`config.mk`:
```
export PLATFORM = sky130hd
export DESIGN_NAME = rnd_stream_loader
export DESIGN_NICKNAME = d
export VERILOG_FILES = /design/src/rtl/rnd_stream_loader.sv
export SDC_FILE = /design/constraint.sdc
export NUM_CORES = 1
export LEC_CHECK = 0
export ABC_AREA = 1
export CAP_MARGIN = 10
export CELL_PAD_IN_SITES_DETAIL_PLACEMENT = 0
export CELL_PAD_IN_SITES_GLOBAL_PLACEMENT = 1
export CORE_UTILIZATION = 21
export CTS_BUF_LIST = sky130_fd_sc_hd__clkbuf_8 sky130_fd_sc_hd__clkbuf_16
export DETAILED_ROUTE_END_ITERATION = 16
export PLACE_DENSITY_LB_ADDON = 0.1
export RECOVER_POWER = 25
export SYNTH_ARGS = -nofsm -noshare
export SYNTH_HDL_FRONTEND = slang
export SYNTH_SLANG_ARGS = --single-unit
```
`constraint.sdc`:
```
create_clock -name clk -period 1.49 [get_ports clk]
set_clock_uncertainty 0.05 [all_clocks]
set_input_delay 0.298 -clock clk [delete_from_list [all_inputs] [get_ports clk]]
set_output_delay 0.298 -clock clk [all_outputs]
set_load 0.03 [all_outputs]
```
`src/rtl/rnd_stream_loader.sv`:
```
// rnd_stream_loader: requests ARRAY_LEN words from random_generator and streams them out over valid/ready.
// Build option RND_STREAM_LOADER_XORFOLD_EN folds the weak low LCG bits into the streamed word.
module rnd_stream_loader #(
   parameter int DATA_WDTH = 32,
   parameter int OUT_WDTH  = 16,
   parameter int ARRAY_LEN = 16,
   parameter int CNT_WDTH  = $clog2(ARRAY_LEN+1)
) (
   input  logic                 clk,
   input  logic                 rst,
   input  logic                 start,
   output logic                 gen_enable,
   input  logic [DATA_WDTH-1:0] rnd_in,
   output logic                 out_valid,
   input  logic                 out_ready,
   output logic [OUT_WDTH-1:0]  out_data,
   output logic                 out_last,
   output logic                 busy,
   output logic                 done
);
   typedef enum logic [1:0] {IDLE, FILL, DONE} state_t;
   localparam logic [CNT_WDTH-1:0] LEN  = CNT_WDTH'(ARRAY_LEN);
   localparam logic [CNT_WDTH-1:0] LAST = CNT_WDTH'(ARRAY_LEN-1);
   state_t              r_state;
   logic [CNT_WDTH-1:0] r_req_cnt;
   logic [CNT_WDTH-1:0] r_xfer_cnt;
   logic                r_pending;
   logic                w_xfer;
   logic                w_unused;
   // A new word is requested only when nothing is waiting or the waiting one leaves this cycle.
   assign gen_enable = (r_state == FILL) && (r_req_cnt < LEN) && (!r_pending || out_ready);
   assign w_xfer     = r_pending && out_ready;
   assign out_valid  = r_pending;
   assign out_last   = r_pending && (r_xfer_cnt == LAST);
   assign busy       = r_state != IDLE;
   assign done       = r_state == DONE;
   assign w_unused   = ^rnd_in;
`ifdef RND_STREAM_LOADER_XORFOLD_EN
   assign out_data = rnd_in[DATA_WDTH-1 -: OUT_WDTH] ^ rnd_in[OUT_WDTH-1:0];
`else
   assign out_data = rnd_in[DATA_WDTH-1 -: OUT_WDTH];
`endif
   always_ff @(posedge clk) begin
      if (rst) begin
         r_state    <= IDLE;
         r_req_cnt  <= '0;
         r_xfer_cnt <= '0;
         r_pending  <= 1'b0;
      end else begin
         r_pending <= gen_enable | (r_pending & ~out_ready);
         if (gen_enable) r_req_cnt <= r_req_cnt + 1'b1;
         if (w_xfer) r_xfer_cnt <= r_xfer_cnt + 1'b1;
         case (r_state)
            IDLE: if (start) begin
               r_state    <= FILL;
               r_req_cnt  <= '0;
               r_xfer_cnt <= '0;
               r_pending  <= 1'b0;
            end
            FILL: if (w_xfer && r_xfer_cnt == LAST) r_state <= DONE;
            default: r_state <= IDLE;
         endcase
      end
   end
endmodule

```
# Word level (Yosys, flattened, before mapping)
# Index checks and enable logic that the tools add are counted.
dict set report word_totals {
  ff_bits 13
  inputBits 36
}
dict set report op_classes {
  n_addsub 2
  n_lt_le_gt_ge 1
  n_eq_ne 5
  muxes 11
  n_bitwise 3
  reduce_logical 10
}
# operator n
set ops {}
lappend ops {{5-bit 2-to-1 mux} 6}
lappend ops {{5-bit by 1-bit adder with 5-bit output (second input constant)} 2}
lappend ops {{5-bit by 4-bit equality test with 1-bit output (second input constant)} 1}
lappend ops {{1-bit logical AND} 5}
lappend ops {{5-bit < comparator (second input constant)} 1}
lappend ops {{2-bit 2-to-1 mux} 2}
lappend ops {{2-bit one-hot mux with 2 select lines} 1}
lappend ops {{2-bit by 1-bit equality test with 1-bit output (second input constant)} 1}
lappend ops {{2-bit equality test (second input constant)} 1}
lappend ops {{2-bit logical NOT} 1}
lappend ops {{1-bit 2-to-1 mux} 2}
lappend ops {{2-bit by 1-bit inequality test with 1-bit output (second input constant)} 1}
lappend ops {{2-bit inequality test (second input constant)} 1}
lappend ops {{2-bit AND reduction} 1}
lappend ops {{2-bit nonzero test} 1}
lappend ops {{1-bit bitwise AND} 1}
lappend ops {{1-bit logical NOT} 1}
lappend ops {{1-bit logical OR} 1}
lappend ops {{1-bit inverter} 1}
lappend ops {{1-bit OR} 1}

# Logic depth before layout (Yosys ltp)
dict set report logic_depth {
  word_depth 6
  depth_mapped 7
  depth_no_buf 7
}

# Worst setup path after synthesis
# OpenSTA, ideal clock, no wires.
dict set report synth_path {
  path_type {register to output}
  from {register r_xfer_cnt[1]}
  to {output port out_last}
  arrival_ns 1.069
  t_required_ns 1.142
  setup_slack_ns 0.073
  stages_incl_launch_ff 7
  path_cell_list {dfxtp_1 > ha_1 > nand2_1 > nor2_1 > ha_1 > nand2_1 > inv_1}
}
dict set report synth_between {
  elab_chain_len 2
}
# item line
set synth_lines {}
lappend synth_lines {{from (decl)} 26} ;# logic [CNT_WDTH-1:0] r_xfer_cnt;
lappend synth_lines {{from (signal assigned)} 52} ;# if (w_xfer) r_xfer_cnt <= r_xfer_cnt + 1'b1;
lappend synth_lines {{5-bit by 4-bit equality test with 1-bit output} 34} ;# assign out_last = r_pending && (r_xfer_cnt == LAST);
lappend synth_lines {{1-bit logical AND} 34}
lappend synth_lines {{to (decl)} 17} ;# output logic out_last,
# No other way between the ends.

# Worst setup path in the final report
dict set report layout_path {
  from {register r_xfer_cnt[0]}
  to {output port out_last}
}
# Same word-level chain as after synthesis.

==> results.md <==
- Largest family of logic cells by synthesized area: buffers and inverters
- Via count: 637
- Dominant cells by area after synthesis: dfxtp_1, buf_4, nand2_1
- CP Data Required Time: 1140 ps
- Clock latency at the later pin of the worst-skew pair: between 200 and 250 ps
- Post-synthesis register bit count: 13
- Area grow syn2layout: 26.2%
- Syn Area/Cell: just over 7 um^2
- Finished layout cell area: 958 um^2
- Cells after synthesis: 105
- # fillers: approximately 370
- Netlist cell types: 21
- Drt pass-1 iters: 4
- Routed WL per cell: 10.1 um
- Hold Crit Class: flip-flop to flip-flop
- Commonest non-fill, non-tap cell in the layout: nor2_1
- Top FF cell, synth: dfxtp_1
- Slew HR: 80.3%
- Post-synthesis cell area: ~760 um^2
- # DRC: 0
- Initial Utilization: 22.4%
- MaxCap Viol Count: 0
- CP Max Fanout: 2
- Pre-CTS setup slack: -100 ps
- Register area share after synthesis: about a third
- Routability cong.: 0.657
- Pwr Total: ~0.8 mW
- Global route total overflow: 0
- Root Buffer: clkbuf_8
- Share of layout cells above drive strength 1: roughly 33%
- Ports: 57
- Setup crit start kind: flip-flop
- H-tree Lvls: 1
- DPL Wire Length: 1.20 mm
- Post-Place Cell Area: 835 um^2
- Maximum clock insertion buffer count: 2
- Yosys top cell area share: 34.3%
- Fin worst setup slack: -107 ps
- Non-filler instance count after layout: 159
- GRT Util Overall: just under 9%
- Crit end category: primary output
- Dpl cells: 152
- R2r setup slk: around 130 ps
- TritonCTS Buffers: 3
- Global-route wire length before repair: 2.64 mm
- Post-route core utilization: between 20% and 30%
- Crit share post-route: 107%
- Leading area contributor after synthesis: dfxtp_1
- Maximum vdd ir drop: 0.330 mV
- R2R cell count: 8
- Largest net degree at the start of global routing: 9
- Post-synthesis compound-gate area fraction: 11.0%
- DR iter-0 viols: 12
- Post-DRT Antenna Nets: 0
- Die H: slightly above 60 um
- EDFF count, synth: 0
- Vias per Instance: 4.01
- CTS tree: done
- Fin crit period: 1600 ps
- Nets: ~150
- CTS hold repair buffers: 0
- Final setup vio count: 1
- PortBufs: 8
- Yosys Warn Count: 0
- CTS sink count: 13
- Core Rows: 21
- DRT Wirelength: 1.61 mm
- Max Fclk: 0.626 GHz
- Vias in the first global route: 590
- Area of the die: 3860 um^2
- Max-slew violation count: 0
- Pwr per Cell Area: 828 nW/um^2
- Multiplexer share of the synthesized area: 0%
- Status: finished, violations left
- Final Hold Viols: 0
- Failing checks: setup timing
- Syn nets: 144
- CP arrival: approximately 1300 ps
- Synth Area in Adders: 4.94%
- Leak Pwr: between 0.4 and 0.5 nW
- Initial antenna violation count: 0
- Hold Path Depth: 2
- Most frequent cells in the layout: nor2_1, nand2_1, inv_1, buf_4, dfxtp_1
- Worst-margin pin slew: between 200 and 300 ps
- Ys async rst share: 0%
- Simple-Gate Fraction of Synth Area: between 20% and 30%
- Ant diodes: 0
- Critical path class: flip-flop to primary output
- Synth Area in XOR/XNOR: 1.15%
- Unrepaired setup endpoints after global routing: yes
- Core area: ~3400 um^2
- Die Wd: roughly 62 um
- Clk slew on worst S/H paths: 60 ps
==> report_power, final <==
group	switching, mW	leakage (nW)	internal, mW
combinational	0.0621	0.272	0.0458
sequential	0.00725	0.107	0.356
clock	0.141	0.0269	0.182
total	0.210	0.406	0.584
==> cell usage after synthesis (2+ instances only) <==
cell,number
nand2_1,18
nor2_1,17
buf_4,16
inv_1,14
dfxtp_1,13
a21oi_1,5
ha_1,3
nand4_1,3
o21ai_0,3
inv_2,2
==> critical path, cell delays in order (launching register included) <==
cell and delay [ps]:
dfxtp_2 350, ha_4 150, nand2_4 60, nor2_4 100, ha_4 140, nand2_2 40
inv_2 40, buf_6 120
==> state kept, by name, indices dropped and copies added, names as in the netlist <==
signal / flops
out_valid: 1
r_xfer_cnt: 5
r_req_cnt: 5
r_state: 2
==> stage by stage <==
step	setup TNS [ps]	hold WS (ps)
2_1_floorplan	0	317
3_3_place_gp	-402	433
3_5_place_dp	-406	438
4_1_cts	-200	456
5_1_grt	-171	483
6_report	-107	445
==> final cells by class <==
type,count,area (um^2),share of cell area (%)
Multi-Input combinational cell,59,359,37.5
Tap cell,46,57.6,6.01
Sequential cell,13,267,27.8
Clock inverter,1,3.75,0.392
Timing Repair Buffer,20,165,17.2
Clock buffer,3,41.3,4.31
Inverter,17,65.1,6.79
==> metal layers <==
metal / up-vias / routed length (um) / global-route usage [%]
li1: 327 / - / -
met1: 281 / 765 / 10.6
met2: 23 / 688 / 12.9
met3: 6 / 133 / 4.78
met4: 0 / 19 / 2.33
met5: - / 0 / 0
==> cells by family after synthesis <==
family,count (synthesis)
AO/OA/AOI/OAI,13
buffers and inverters,33
flip-flops,13
XOR/XNOR,1
AND/OR/NAND/NOR,42
adder cells (fa/ha/maj),3
==> path summary, 6_finish.rpt <==
check	startpoint	end
max reg2reg	r_xfer_cnt[0]	r_state[0]
min reg2reg	r_xfer_cnt[3]	r_xfer_cnt[3]
min	r_xfer_cnt[3]	r_xfer_cnt[3]
max	r_xfer_cnt[0]	out_last
==> timing repair <==
action	in CTS	in global routing
gates resized for setup	13	6
cloned	0	0
hold endpoints to repair	0	0
endpoints found under the setup margin	3	4
pin swaps	5	3
setup buffers	2	1
Note: power is estimated with default switching activity, not from simulation.
